--- src/rtl/output_ram_stream_pkg.sv ---
// Shared state encoding and helpers for the output RAM stream buffer.
package output_ram_stream_pkg;

  typedef enum logic [1:0] {
    ST_CLEAR  = 2'd0,
    ST_ACCEPT = 2'd1,
    ST_DRAIN  = 2'd2
  } state_t;

  // Writes are only taken in ACCEPT; every other state reports busy.
  function automatic logic is_busy(input state_t s);
    return (s != ST_ACCEPT);
  endfunction

endpackage

--- src/rtl/output_ram_stream_ctrl.sv ---
// Sequencing for the stream buffer: FSM, clear/read pointers, count and full.
module output_ram_stream_ctrl import output_ram_stream_pkg::*; #(
  parameter  int R  = 8,
  localparam int AW = $clog2(R),
  localparam int CW = $clog2(R+1)
) (
  input  logic          clk,
  input  logic          rst,
  input  logic          i_drain,
  input  logic          i_inc,
  input  logic          i_out_ready,
  output logic          o_busy,
  output logic          o_accept,
  output logic          o_clearing,
  output logic          o_out_valid,
  output logic          o_out_last,
  output logic [AW-1:0] o_clr_ptr,
  output logic [AW-1:0] o_rd_ptr,
  output logic [CW-1:0] o_count,
  output logic          o_full
);

  localparam logic [AW-1:0] LAST_IDX = AW'(R-1);
  localparam logic [CW-1:0] FULL_CNT = CW'(R);

  state_t r_state;
  state_t w_next;
  logic   w_xfer;
  logic   w_done;

  assign o_busy      = is_busy(r_state);
  assign o_accept    = (r_state == ST_ACCEPT);
  assign o_clearing  = (r_state == ST_CLEAR);
  assign o_out_valid = (r_state == ST_DRAIN);
  assign o_out_last  = o_out_valid && (o_rd_ptr == LAST_IDX);
  assign w_xfer      = o_out_valid && i_out_ready;
  assign w_done      = w_xfer && o_out_last;

  // State register; reset lands in CLEAR so memory is scrubbed.
  always_ff @(posedge clk) begin
    if (rst) r_state <= ST_CLEAR;
    else     r_state <= w_next;
  end

  // Next-state: scrub all entries, accept until drain, stream until last word.
  always_comb begin
    w_next = r_state;
    case (r_state)
      ST_CLEAR:  if (o_clr_ptr == LAST_IDX) w_next = ST_ACCEPT;
      ST_ACCEPT: if (i_drain)               w_next = ST_DRAIN;
      ST_DRAIN:  if (w_done)                w_next = ST_CLEAR;
      default:                              w_next = ST_CLEAR;
    endcase
  end

  // Clear pointer walks 0..R-1 and parks at 0 so the next CLEAR starts clean.
  always_ff @(posedge clk) begin
    if (rst || w_done)
      o_clr_ptr <= '0;
    else if (o_clearing)
      o_clr_ptr <= (o_clr_ptr == LAST_IDX) ? '0 : o_clr_ptr + AW'(1);
  end

  // Read pointer only moves on a completed handshake, holding data during stalls.
  always_ff @(posedge clk) begin
    if (rst || o_accept || w_done)
      o_rd_ptr <= '0;
    else if (w_xfer)
      o_rd_ptr <= o_rd_ptr + AW'(1);
  end

  // Distinct-entry count with full tracked in the same cycle.
  always_ff @(posedge clk) begin
    if (rst || w_done) begin
      o_count <= '0;
      o_full  <= 1'b0;
    end else if (i_inc) begin
      o_count <= o_count + CW'(1);
      o_full  <= ((o_count + CW'(1)) == FULL_CNT);
    end
  end

endmodule

--- src/rtl/output_ram_stream.sv ---
// Result buffer: random-index writes, per-entry valid bits, in-order valid/ready drain.
module output_ram_stream import output_ram_stream_pkg::*; #(
  parameter  int R  = 8,
  parameter  int N  = 32,
  localparam int AW = $clog2(R),
  localparam int CW = $clog2(R+1)
) (
  input  logic          clk,
  input  logic          rst,
  input  logic          wr,
  input  logic [AW-1:0] i,
  input  logic [N-1:0]  pi,
  input  logic          drain,
  output logic          busy,
  output logic [CW-1:0] count,
  output logic          full,
  output logic          out_valid,
  input  logic          out_ready,
  output logic [N-1:0]  out_data,
  output logic [AW-1:0] out_idx,
  output logic          out_last
);

  logic [N-1:0]  r_mem [R];
  logic [R-1:0]  r_valid;
  logic          w_accept;
  logic          w_clearing;
  logic          w_in_range;
  logic          w_wr_ok;
  logic          w_inc;
  logic [AW-1:0] w_clr_ptr;
  logic [AW-1:0] w_rd_ptr;

  // Index width may encode values past R-1 when R is not a power of two.
  assign w_in_range = ({1'b0, i} < (AW+1)'(R));
  assign w_wr_ok    = wr && w_in_range && w_accept && !rst;
  assign w_inc      = w_wr_ok && !r_valid[i];

  output_ram_stream_ctrl #(.R(R)) u_ctrl (
    .clk         (clk),
    .rst         (rst),
    .i_drain     (drain),
    .i_inc       (w_inc),
    .i_out_ready (out_ready),
    .o_busy      (busy),
    .o_accept    (w_accept),
    .o_clearing  (w_clearing),
    .o_out_valid (out_valid),
    .o_out_last  (out_last),
    .o_clr_ptr   (w_clr_ptr),
    .o_rd_ptr    (w_rd_ptr),
    .o_count     (count),
    .o_full      (full)
  );

  // Storage: CLEAR zeroes one entry per cycle, otherwise accepted writes land.
  always_ff @(posedge clk) begin
    if (w_clearing)   r_mem[w_clr_ptr] <= '0;
    else if (w_wr_ok) r_mem[i]         <= pi;
  end

  // Valid bits mark which entries have been written since the last clear.
  always_ff @(posedge clk) begin
    if (rst || w_clearing) r_valid    <= '0;
    else if (w_wr_ok)      r_valid[i] <= 1'b1;
  end

  assign out_data = r_mem[w_rd_ptr];
  assign out_idx  = w_rd_ptr;

endmodule
--- config.mk ---
export PLATFORM = sky130hd
export DESIGN_NAME = output_ram_stream
export DESIGN_NICKNAME = d
export VERILOG_FILES = /design/src/rtl/output_ram_stream_pkg.sv /design/src/rtl/output_ram_stream_ctrl.sv /design/src/rtl/output_ram_stream.sv
export SDC_FILE = /design/constraint.sdc
export NUM_CORES = 1
export LEC_CHECK = 0
export BUFFER_PORTS_ARGS = -buffer_cell sky130_fd_sc_hd__buf_2
export CORE_MARGIN = 5
export CORE_UTILIZATION = 44
export CTS_CLUSTER_DIAMETER = 120
export CTS_CLUSTER_SIZE = 25
export DETAILED_ROUTE_END_ITERATION = 8
export PLACE_DENSITY_LB_ADDON = 0.1
export SKIP_CTS_REPAIR_TIMING = 1
export SLEW_MARGIN = 30
export SYNTH_ARGS = -nofsm -noshare
export SYNTH_HDL_FRONTEND = slang
export SYNTH_SLANG_ARGS = --single-unit
--- constraint.sdc ---
create_clock -name clk -period 6.7 [get_ports clk]
set_input_delay 0.67 -clock clk [delete_from_list [all_inputs] [get_ports clk]]
set_output_delay 0.67 -clock clk [all_outputs]
set_load 0.05 [all_outputs]
==> Word-level counts from Yosys, hierarchy flattened <==
Memories as Yosys holds them, arrays and structs flattened. A register that Yosys moved wholly into a read port is not among the register bits.
Index checks and enable logic that the tools add are counted.
{ "word_totals": {"in_bits": 40, "regBits": 21, "memories": 1, "mem_bits_rw": 256} }
{ "op_classes": {"bitwise_logic": 1, "eq_ne": 9, "order_cmp": 2, "n_addsub": 3, "n_reduce_logical": 16, "mux": 19} }
{ "mem_list": {"columns": ["name", "depth", "width", "rd", "rd_ports_with_merged_regs", "wr", "line", "text"], "rows": [
  ["r_mem", 8, 32, 1, 1, 1, "output_ram_stream.sv:24", "logic [N-1:0] r_mem [R];"]
]} }
{ "op_table": {"columns": ["operator", "n"], "rows": [
  ["32-bit two-way mux", 1],
  ["32-bit OR reduction", 1],
  ["3-bit two-way mux", 4],
  ["1-bit two-way mux", 8],
  ["8-bit bitwise OR", 1],
  ["1-bit logical AND", 7],
  ["3-bit by 1-bit adder with 3-bit output, second input constant", 2],
  ["3-bit equality test, second input constant", 2],
  ["2-bit two-way mux", 3],
  ["2-bit one-hot mux with 3 select lines", 1],
  ["4-bit by 1-bit adder with 4-bit output, second input constant", 1],
  ["4-bit equality test, second input constant", 1],
  ["1-bit logical OR", 4],
  ["3-bit by 4-bit less-than comparator with 1-bit output, second input constant", 1],
  ["2-bit by 1-bit != test with 1-bit output, second input constant", 2],
  ["2-bit != test, second input constant", 2],
  ["1-bit binary-select mux with 3-bit select", 1],
  ["1-bit demux with 3-bit select", 1],
  ["3-bit by 1-bit greater-or-equal comparator with 1-bit output, second input constant", 1],
  ["3-bit AND reduction", 1],
  ["2-bit by 1-bit equality test with 1-bit output, second input constant", 1],
  ["2-bit equality test, second input constant", 1],
  ["1-bit logical NOT", 2],
  ["2-bit logical NOT", 1]
]} }

==> Depth between registers and ports, before layout <==
{ "depth": {"depth_word": 8, "mapped_depth": 6, "ltp_nobuf": 5} }

==> By module <==
Synthesis repeated with hierarchy kept, for this count alone.
{ "unflattened": {"hier_cells": 542, "area_unflattened_um2": 11189.5} }
{ "by_module_without_submodules": {"columns": ["mod", "instances", "cells_each", "seq_area_each_um2", "area_per_inst_um2"], "rows": [
  ["output_ram_stream", 1, 473, 7847.5, 10497.6],
  ["output_ram_stream_ctrl", 1, 69, 260.2, 691.9]
]} }

==> Worst setup path after synthesis <==
Ideal clock, no wire load.
{ "synth_timing": {"path_kind": "input port to flip-flop", "startpoint": "input rst", "endpoint": "memory r_mem[6][0] (enable)", "path_stages": 4, "t_arrival_ps": 2783, "setup_slack_ps": 3496, "cell_sequence": "and4bb_1 -> clkbuf_1 -> a21oi_1 -> nor2_1"} }
{ "synth_between": {"elab_chain_len": 7, "elab_cells_between_ends": 8, "classes_between": "mux (5); reduce/logical (3)"} }
{ "synth_rtl": {"columns": ["item", "line", "text"], "rows": [
  ["start, declared", "output_ram_stream.sv:9", "input logic rst,"],
  ["1-bit logical NOT (*)", "output_ram_stream.sv:36", "assign w_wr_ok = wr && w_in_range && w_accept && !rst;"],
  ["1-bit logical AND (*)", "output_ram_stream.sv:36", null],
  ["1-bit two-way mux (*)", "output_ram_stream.sv:59", "else if (w_wr_ok) r_mem[i] <= pi;"],
  ["1-bit two-way mux (*)", "output_ram_stream.sv:58", "if (w_clearing) r_mem[w_clr_ptr] <= '0;"],
  ["1-bit two-way mux (implied by the code) (*)", "output_ram_stream.sv:59", null],
  ["32-bit OR reduction (no source line)", null, null],
  ["3-bit two-way mux (no source line) or 1-bit two-way mux (tied branches)", null, null],
  ["end, declared", "output_ram_stream.sv:24", null]
]} }
Mark *: on every way between the ends. The rest lies on a longest branch, timed or not.

==> run metrics <==
sequential share of the synthesized area 74.8%; n_diodes 0; drt total wl 20.9 mm; post-synthesis simple-gate area fraction 4.48%; Hold Path Sink u_ctrl.r_state[0]; Fin. Hold Viols 0; Synth top area share 70.4%; total power 3230 µW; Post-DRT Antenna Nets 0; worst hold start drain; largest net degree at the start of global routing 43; Cell variety after synth 36; Syn Area/Cell 20.2 µm²; setup TNS 0 ns; DRT iter0 DRCs 340; share of cells above drive strength 1 35.8%; Setup Skew 0.0222 ns; Slew HR 40.7%; Synth Area in Compound Gates 1.50%; final critical-path share of the clock period 56.5%; clock sinks 280; leakage power figure 0.00427 µW; max incr delay on CP 0.91 ns; Post-synth EDFFs 256; CTS tree done; Rows 57; largest family of logic cells by synthesized area multiplexers; die width 168 µm; RR Endpoint r_mem[3][10]; vias 5182; Final Critical Period 3.78 ns; fin nets 670; H-tree depth 1; Area Growth Syn to Fin 13.2%; status complete, no violations; peak supply drop 0.000263 V; RSZ-0062 raised after global routing no; Worst Hold Depth 2; Critical R2R Launch u_ctrl.r_state[0]; Clock Latency Late Sink 0.48 ns; Synth Warn # 0; Critical Path RT 6.03 ns; global-route wire length before repair 33.4 mm; crit path launch type register; routed len/inst 21.9 µm; XOR/XNOR share of the synthesized area 0.160%; syn_nets 585; Crit path arrival time 3.11 ns; Starting Density 44.8%; vias per cell 5.44; maximum fanout along the worst path 39; Top Ports 83; # setup viols final 0; Hold Slack 0.425 ns; RePlAce Congestion 0.735; vias in the first global route 5663; global route total overflow 0; Post-Synth Adder-Cell Area 0.573%; fmax 264 MHz; CORE AREA 24400 µm²; final core utilization 50.7%; worst slew pin tran 0.889 ns; cts bufs inserted 15; Die Ht 168 µm; Slew Viols, Final 0; Worst-path clk slew 0.09 ns; multiplexer share of the synthesized area 17.4%; DP HPWL 13.5 mm; Crit-path slowest cell dfxtp_4; Die ar. 28100 µm²; clock tree buffer depth 3; Cells after DPL 932; worst min path class primary input to register; synth top area cells edfxtp_1 (70%), mux4_2 (13%), dfxtp_1 (4.4%); ys flop type edfxtp_1; Worst R2R Path Depth 4; CP cell instances buf_4 > mux4_2 > mux2_2 > buf_2; drt pass-1 iters 4; PwrDens 261 nW/µm²; all-layer global routing usage 15.1%; Post-Layout Cell Count 952; initial antenna violation count 0; DRC Markers 0; synthesis-stage register bit count 280; async set or reset register ratio after synthesis 0%; CTS root buf clkbuf_16; Mapped Cells 540; Yosys top cell by area edfxtp_1; MaxCap Viol Count 0; crit end category output port; reg2reg setup slack 3.88 ns; Synth Cell Area 10900 µm²; Port Buffers 82; Crit Path Class register to output port
## logic make-up after synthesis
group | Yosys count
flops | 280
mux | 105
simple gates | 93
compound gates | 28
buf+inv | 27
fa+ha+maj | 5
xor+xnor | 2
## where the power goes
part	internal (µW)	switching, µW	total, µW
clock network	421	520	941
registers	1970	18.4	1990
logic	98.2	203	301
## layer usage
layer | track usage [%] | share of wire, % | vias to the layer above
met5 | 0 | 0 | -
met4 | 2.93 | 1.6 | 0
met3 | 2.07 | 2.7 | 22
met2 | 26.3 | 51 | 80
met1 | 20.8 | 45 | 2750
li1 | - | - | 2330
## final cells by class
class                           count  area, µm²
Clock inverter                      1       20.0
Inverter                            1       3.75
Sequential cell                   280       8180
Fill cell                        2026      12000
Timing Repair Buffer               94        661
Tap cell                          324        405
Clock buffer                       19        390
Multi-Input combinational cell    233       2700
## critical path: cells and delay by family (launching register included)
kind	cells	cell delay, ns
DFF	1	0.91
muxes	2	0.88
buffers and inverters	2	0.81
## sequential cells by signal, indices dropped and copies added (netlist names), named ones only
name / flops
u_ctrl.o_rd_ptr: 3
r_mem: 256
r_valid: 8
u_ctrl.o_clr_ptr: 3
u_ctrl.o_full: 1
u_ctrl.r_state: 2
u_ctrl.o_count: 4
## layout by cell type (no fill, tap or decap), types with 6 or more instances in the layout
cell type	synthesis	final
nand2_1	12	12
nor2_4	0	8
mux4_2	64	64
and2_1	34	34
nor2_1	28	20
dfxtp_1	24	21
buf_16	0	6
edfxtp_1	256	256
mux2_2	35	35
a21oi_1	14	14
buf_2	8	82
clkbuf_16	0	15
## cells in the mapped netlist (2+ instances only)
library cell and number:
edfxtp_1 256, mux4_2 64, mux2_2 35, and2_1 34
nor2_1 28, dfxtp_1 24, clkbuf_1 16, a21oi_1 14
nand2_1 12, buf_2 8, a31oi_1 5, ha_1 5
mux2i_1 5, nand3_1 5, o21ai_0 4, nor2b_1 3
nand2b_1 2, nor3b_1 2
## how the worst max path moves through the flow
stage | to | slack, ns
after global routing | out_data[13] | 2.60
after CTS | out_data[17] | 2.75
after floorplan | r_mem[6][0] | 3.50
after detailed placement | r_mem[3][18] | 3.10
final | out_data[13] | 2.92
after global placement | r_mem[3][19] | 2.94
## through the flow
step                      setup WS (ns)  area (µm²)
final                              2.92       12400
after global routing               2.60       12400
after CTS                          2.75       12400
after detailed placement           3.10       11900
after global placement             2.94       11700
after floorplan                    3.50       10900
Note: power is estimated with default switching activity, not from simulation.
